==> config.mk <==
export PLATFORM = sky130hd
export DESIGN_NAME = sap1_control_sequencer
export DESIGN_NICKNAME = d
export VERILOG_FILES = /design/src/rtl/sap1_control_sequencer.sv
export SDC_FILE = /design/constraint.sdc
export NUM_CORES = 1
export LEC_CHECK = 0
export BUFFER_PORTS_ARGS = -buffer_cell sky130_fd_sc_hd__buf_2
export CORE_MARGIN = 5
export CORE_UTILIZATION = 42
export CTS_BUF_LIST = sky130_fd_sc_hd__clkbuf_8 sky130_fd_sc_hd__clkbuf_16
export CTS_CLUSTER_SIZE = 8
export DETAILED_ROUTE_END_ITERATION = 8
export GPL_TIMING_DRIVEN = 0
export PLACE_DENSITY_LB_ADDON = 0.12
export SLEW_MARGIN = 20
export SYNTH_ARGS = -nofsm -noshare
export SYNTH_HDL_FRONTEND = slang
export SYNTH_SLANG_ARGS = --single-unit
==> constraint.sdc <==
create_clock -name clk_i -period 1.71 [get_ports clk_i]
set_input_delay 0.4275 -clock clk_i [delete_from_list [all_inputs] [get_ports clk_i]]
set_output_delay 0.4275 -clock clk_i [all_outputs]
set_load 0.005 [all_outputs]
==> src/rtl/sap1_control_sequencer.sv <==
// SAP-1 hardwired control unit: six-state ring counter plus opcode decode
// into the per-state control word that steers every datapath enable/load line.
module sap1_control_sequencer #(
   parameter logic [3:0] OP_LDA = 4'h0,
   parameter logic [3:0] OP_ADD = 4'h1,
   parameter logic [3:0] OP_SUB = 4'h2,
   parameter logic [3:0] OP_OUT = 4'hE,
   parameter logic [3:0] OP_HLT = 4'hF
) (
   input  logic       clk_i,
   input  logic       clr_n_i,
   input  logic [3:0] opcode_i,
   output logic       cp_o,
   output logic       ep_o,
   output logic       lm_o,
   output logic       ce_o,
   output logic       li_o,
   output logic       ei_o,
   output logic       la_o,
   output logic       ea_o,
   output logic       su_o,
   output logic       eu_o,
   output logic       lb_o,
   output logic       lo_o,
   output logic       hlt_o,
   output logic [5:0] t_state_o
);

   typedef enum logic [5:0] {
      T1 = 6'b000001,
      T2 = 6'b000010,
      T3 = 6'b000100,
      T4 = 6'b001000,
      T5 = 6'b010000,
      T6 = 6'b100000
   } tState_e;

   localparam int unsigned BIT_CP  = 12;
   localparam int unsigned BIT_EP  = 11;
   localparam int unsigned BIT_LM  = 10;
   localparam int unsigned BIT_CE  = 9;
   localparam int unsigned BIT_LI  = 8;
   localparam int unsigned BIT_EI  = 7;
   localparam int unsigned BIT_LA  = 6;
   localparam int unsigned BIT_EA  = 5;
   localparam int unsigned BIT_SU  = 4;
   localparam int unsigned BIT_EU  = 3;
   localparam int unsigned BIT_LB  = 2;
   localparam int unsigned BIT_LO  = 1;
   localparam int unsigned BIT_HLT = 0;

   tState_e     state_q, state_d;
   logic        halt_q, halt_d;
   logic        hold_q;
   logic [12:0] ctrl;

   // hold_q swallows the first rising edge after reset release so T1 spans a full cycle.
   always_ff @(posedge clk_i or negedge clr_n_i) begin
      if (!clr_n_i) begin
         state_q <= T1;
         halt_q  <= 1'b0;
         hold_q  <= 1'b1;
      end else begin
         state_q <= state_d;
         halt_q  <= halt_d;
         hold_q  <= 1'b0;
      end
   end

   always_comb begin
      state_d = state_q;
      halt_d  = halt_q;
      ctrl    = '0;
      if (halt_q) begin
         ctrl[BIT_HLT] = 1'b1;
      end else begin
         case (state_q)
            T1: begin
               ctrl[BIT_EP] = 1'b1;
               ctrl[BIT_LM] = 1'b1;
            end
            T2: ctrl[BIT_CP] = 1'b1;
            T3: begin
               ctrl[BIT_CE] = 1'b1;
               ctrl[BIT_LI] = 1'b1;
            end
            T4: begin
               if (opcode_i == OP_LDA || opcode_i == OP_ADD || opcode_i == OP_SUB) begin
                  ctrl[BIT_EI] = 1'b1;
                  ctrl[BIT_LM] = 1'b1;
               end else if (opcode_i == OP_OUT) begin
                  ctrl[BIT_EA] = 1'b1;
                  ctrl[BIT_LO] = 1'b1;
               end else if (opcode_i == OP_HLT) begin
                  ctrl[BIT_HLT] = 1'b1;
               end
            end
            T5: begin
               if (opcode_i == OP_LDA) begin
                  ctrl[BIT_CE] = 1'b1;
                  ctrl[BIT_LA] = 1'b1;
               end else if (opcode_i == OP_ADD || opcode_i == OP_SUB) begin
                  ctrl[BIT_CE] = 1'b1;
                  ctrl[BIT_LB] = 1'b1;
               end
            end
            T6: begin
               if (opcode_i == OP_ADD || opcode_i == OP_SUB) begin
                  ctrl[BIT_EU] = 1'b1;
                  ctrl[BIT_LA] = 1'b1;
                  ctrl[BIT_SU] = (opcode_i == OP_SUB);
               end
            end
            default: ctrl = '0;
         endcase

         // A halt at T4 freezes the ring on that state and latches the sticky flag.
         if (!hold_q) begin
            case (state_q)
               T1: state_d = T2;
               T2: state_d = T3;
               T3: state_d = T4;
               T4: begin
                  if (opcode_i == OP_HLT) begin
                     state_d = T4;
                     halt_d  = 1'b1;
                  end else begin
                     state_d = T5;
                  end
               end
               T5: state_d = T6;
               T6: state_d = T1;
               default: state_d = T1;
            endcase
         end
      end
   end

   // Gating with the reset pin kills every control pulse the instant CLR_N falls.
   assign {cp_o, ep_o, lm_o, ce_o, li_o, ei_o, la_o, ea_o, su_o, eu_o, lb_o, lo_o, hlt_o} =
      ctrl & {13{clr_n_i}};
   assign t_state_o = state_q;

endmodule

==> metrics, run 1 <==
dominant cell type by area after synthesis dfrtp_1; RSZ-0062 raised after global routing true; synth warn 0; Final Worst Setup Slack -0.361 ns; synth top area cells dfrtp_1 24%, dfstp_2 8.3%, nand2_1 7.7%; row cnt 14; Remaining DRCs 0; first-iteration detailed-routing DRC count 20; Worst-path clk slew 0.04 ns; Cells after DPL 117; EDFF count, synth 0; arrival time worst endpoint 1.64 ns; Buf/Inv on CP 3; initial antenna violation count 0; global-route wire length before repair ~2.9 mm; Total GRT Usage 15.5%; Worst Hold Class input port to asynchronous set/reset pin; share of cells above drive strength 1 57.9%; Pwr Density 421 mW/mm^2; Post-synth ARST share 100%; Synth top area share between 20% and 30%; Worst Setup End Kind output port; layout overhead on the synthesized area 70.8%; port bufs 24; Fmax 0.483 GHz; Initial Util 42.9%; Placer Congestion 0.722; antenna cell count 0; Synth cell types 35; Seq/Total Area, Yosys about a third; fin crit share 121%; worst reg2reg path depth 5; WL/cell 15.1 um; synthesized cell area 631 sq um; hpwl dp 1.18 mm; fin crit period ~2.1 ns; failing checks negative setup slack; clock buffer depth 2; routed wire length 2.07 mm; I/O Pins 25; fin nets 129; Antenna Nets Post-Route 0; CTS tree yes; Post-Synthesis Cells 77; Post-Syn Nets 83; Num CTS Buffers 3; uppermost layer routed met4; final std cells w/o fill 137; CP cell instances nor4_4 > buf_4 > nand3b_4 > nor3_4 > buf_4 > buf_6; worst-case clock skew 0.000237 ns; most common cell in the netlist nand2_1; largest net degree at the start of global routing 13; vias in the first global route 671; Final Util 73.2%; fin. max-slew vios 0; reg-to-reg endpoint t_state_o[4]; Yosys reg bits 8; Pleak ~0.49 nW; most used cell, CP buf_4; final hold vios 0; VDD IR max 0.000481 V; M1 wire length 841 um; core area 0.00147 sq mm; chip width 48.8 um; pre-CTS setup slack -0.364 ns; clk sinks 8; TNS Setup -3.21 ns; total gr overflow 0; Die Height 48.8 um; # setup viols final 13; Synth top cells by count 13 x nand2_1, 9 x nor2_1, 6 x dfrtp_1; WL met3 94 um; R2R Path Start t_state_o[1]; detailed route wirelength on metal2 approximately 1.1 mm; drt pass-1 iters 4; clk_lat worst skew 0.23 ns; Largest delay share family, worst path simple AND/OR/NAND/NOR gates; top_reg_cell synth dfrtp_1; Slowest cell on crit path dfrtp_2; slowest stage delay, CP about 0.43 ns; Worst Setup Start Kind flop; Worst Path Max Fanout 4; H-Tree Level Count 1; Avg Inst Size Synth 8.19 sq um; status finished, violations left; setup slack, reg-to-reg roughly 0.25 ns; CP required 1.28 ns; die area around 0.0024 sq mm; max_cap viols 0; Vias/cell about 5.5; worst setup path class flop to output port; vias 760; clock root cell clkbuf_8; FILL cells 114
worst max-delay path by stage:
stage | from | end | slack (ns) | cells past startpoint
floorplan | t_state_o[1] | lo_o | -0.0006 | 5
global placement | clr_n_i | ce_o | -0.32 | 5
detailed placement | clr_n_i | lm_o | -0.36 | 5
CTS | t_state_o[1] | lo_o | -0.33 | 7
global route | t_state_o[1] | lo_o | -0.45 | 6
finish | t_state_o[1] | lo_o | -0.36 | 6
final cells by class:
| class | instances | area [sq um] | area share (%) |
|---|---|---|---|
| Clock buffer | 3 | 41.3 | 3.83 |
| Tap cell | 16 | 20.0 | 1.86 |
| Inverter | 2 | 7.51 | 0.697 |
| Timing Repair Buffer | 43 | 279 | 25.9 |
| Sequential cell | 8 | 206 | 19.2 |
| Buffer | 4 | 30.0 | 2.79 |
| Multi-Input combinational cell | 61 | 493 | 45.8 |
cells by family after synthesis:
kind of cell | count (synthesis) | synth area share, %
AOI/OAI and AO/OA | 13 | 14.1
xor gates and xnor gates | 2 | 2.78
buffers and inverters | 8 | 7.54
DFF | 8 | 32.1
other | 1 | 0.595
and+or+nand+nor | 45 | 42.9
metrics by stage:
stage / hold slack (ns) / cell area [sq um] / total power [W]
after floorplan: 0.132 / 654 / 0.000204
after detailed placement: 0.302 / 795 / 0.000220
after global placement: 0.298 / 795 / 0.000219
final: 0.0490 / 1080 / 0.000453
after CTS: 0.0607 / 921 / 0.000450
after global routing: 0.0485 / 1080 / 0.000478
state kept, by name, summed over array words and instances (netlist names):
signal / flops
halt_q: 1
hold_q: 1
t_state_o: 6
power breakdown:
part | switching (W) | internal [W]
Combinational | 0.0000183 | 0.0000119
Clock | 0.0000768 | 0.000153
Sequential | 0.00000105 | 0.000193
metal layers:
layer	vias up	GRT usage, %
li1	365	-
met1	370	17.3
met2	19	27.2
met3	6	5.21
met4	0	5.38
met5	-	0
placed cells by master (no fill, tap or decap), types with 2 or more instances in the layout:
cell type,synthesis,layout
nor2b_1,2,2
buf_4,2,19
dfstp_2,2,2
inv_1,2,2
o21ai_0,2,2
nor4b_4,0,2
nor2_1,9,7
nor4_4,1,3
nand4b_1,2,2
nand2_1,13,11
dfrtp_2,0,3
nand3b_1,2,2
dfrtp_1,6,3
buf_6,1,4
clkbuf_8,0,3
nand2_2,0,2
xor2_1,2,2
nor4b_1,4,2
buf_2,2,22
what timing repair did:
action,4_1_cts,5_1_grt
pin swaps,9,8
resized for setup,11,17
endpoints found under the setup margin,13,13
hold endpoints to repair,0,0
setup buffers,5,15
hold buffers,0,0
Power figures use the tool's default switching activity.
==> inputs of run 2 (changes only) <==
- RECOVER_POWER: default -> 50
==> run 2 against run 1 <==
Effect of this change: the flow still finishes with violations (negative setup slack); via count grew 0.13%; combinational power is essentially flat; sequential share of layout area is essentially flat; worst setup slack is the same; routed wire length is essentially flat; critical path depth is the same; first-iteration DRC count shrank 5.0%; sequential cell count is the same; maximum frequency is the same; critical endpoint unchanged.
==> metrics, run 2 (synthesis gave the netlist of run 1 again) <==
status finished, violations left; failing checks negative setup slack; initial antenna violation count 0; Num CTS Buffers 3; Final Worst Setup Slack -0.361 ns; RSZ-0062 raised after global routing true; Vias/cell 5.55; worst hold margin 0.0490 ns; share of cells above drive strength 1 ~57%; antenna cell count 0; Buf/Inv on CP 3; worst-case clock skew 0.000237 ns; CTS tree yes; core area 0.00147 sq mm; Initial Util 42.9%; clock root cell clkbuf_8; vias between 700 and 800; CP required 1.28 ns; H-Tree Level Count 1; most common cell after layout, fill and taps aside buf_2; Placer Congestion 0.722; WL/cell 15.1 um; clock power share approximately half; Multi-input gate area 493 sq um; Reg power frac between 40% and 50%; VDD IR max roughly 0.00048 V; die area 0.00238 sq mm; Worst Setup Start Kind flop; drt pass-1 iters 4; clk sinks 8; clock buffer depth 2; layout overhead on the synthesized area 70.6%; CP cell instances nor4_4 > buf_4 > nand3b_4 > nor3_4 > buf_4 > buf_6; worst setup path class flop to output port; Pleak around 0.49 nW; vias in the first global route 671; number of flip-flops in the largest register 6; # setup viols final 13; Comb pwr share 6.7%; total gr overflow 0; slowest stage delay, CP 0.43 ns; Die Height roughly 49 um; most used cell, CP buf_4; Antenna Nets Post-Route 0; Int Power 0.000357 W; Worst Path Max Fanout 4; fin crit share 121%; final hold vios 0; global-route wire length before repair 2.92 mm; Worst Setup End Kind output port; largest net degree at the start of global routing 13; max_cap viols 0; port bufs 24; Worst Hold Class input port to asynchronous set/reset pin; fin. max-slew vios 0; Total GRT Usage 15.5%; first-iteration detailed-routing DRC count 19; Final Util 73.1%; pre-CTS setup slack -0.364 ns; NetSw 0.0000962 W; switching share of total power 21.2%; register area 206 sq um; most frequent cells in the layout 21 x buf_2, 19 x buf_4, 11 x nand2_1; I/O Pins 25; clk_lat worst skew 0.23 ns; Worst-path clk slew around 0.04 ns; FILL cells between 100 and 150; Pwr Density 421 mW/mm^2; row cnt 14; Slowest cell on crit path dfrtp_2; chip width about 49 um; fin nets between 100 and 150; Remaining DRCs 0; arrival time worst endpoint 1.64 ns; fin crit period 2.07 ns; routed wire length around 2.1 mm; hpwl dp approximately 1.2 mm; Fmax 0.483 GHz; Largest delay share family, worst path simple AND/OR/NAND/NOR gates
run 2: layout make-up:
cell class,instances,share of cell area [%]
plain buffers,4,2.79
clock buffers,3,3.84
inverters,2,0.698
multi-input cells,61,45.8
flip-flops and latches,8,19.2
well taps,16,1.86
repair buffers,43,25.8
run 2: power groups by stage:
stage	combinational (W)	sequential, W	clock [W]
final	0.0000303	0.000194	0.000229
after global routing	0.0000341	0.000194	0.000251
after CTS	0.0000247	0.000194	0.000232
after detailed placement	0.0000239	0.000196	0
after global placement	0.0000231	0.000196	0
after floorplan	0.00000784	0.000196	0
run 2: final timing paths:
path / startpoint / endpoint / slack [ns] / cells past startpoint
max in group asynchronous: clr_n_i / t_state_o[0] / 1.43 / 1
min reg2reg: hold_q / halt_q / 0.56 / 1
max: t_state_o[1] / lo_o / -0.36 / 6
max reg2reg: t_state_o[1] / t_state_o[4] / 0.25 / 5
min: clr_n_i / halt_q / 0.05 / 1
min in group clk_i: hold_q / halt_q / 0.56 / 1
run 2: per-layer routing:
| layer | part of all wire, % | wire (um) | GRT usage [%] |
|---|---|---|---|
| met5 | 0 | 0 | 0 |
| met2 | 52 | 1070 | 27.2 |
| met4 | 3.2 | 66 | 5.38 |
| met1 | 41 | 844 | 17.3 |
| met3 | 4.5 | 93 | 5.21 |
run 2: timing repair:
action	4_1_cts	5_1_grt
buffers inserted	5	15
pin swaps	9	8
endpoints found under the setup margin	13	13
resized for setup	11	17
hold buffers	0	0
run 2: through the flow:
step	cell area, sq um	TNS, ns	instances	power [W]
2_1_floorplan	654	-0.000637	77	0.000204
5_1_grt	1080	-4.35	137	0.000478
3_3_place_gp	795	-2.05	117	0.000219
4_1_cts	921	-3.02	125	0.000450
6_report	1080	-3.21	137	0.000453
3_5_place_dp	795	-2.30	117	0.000220
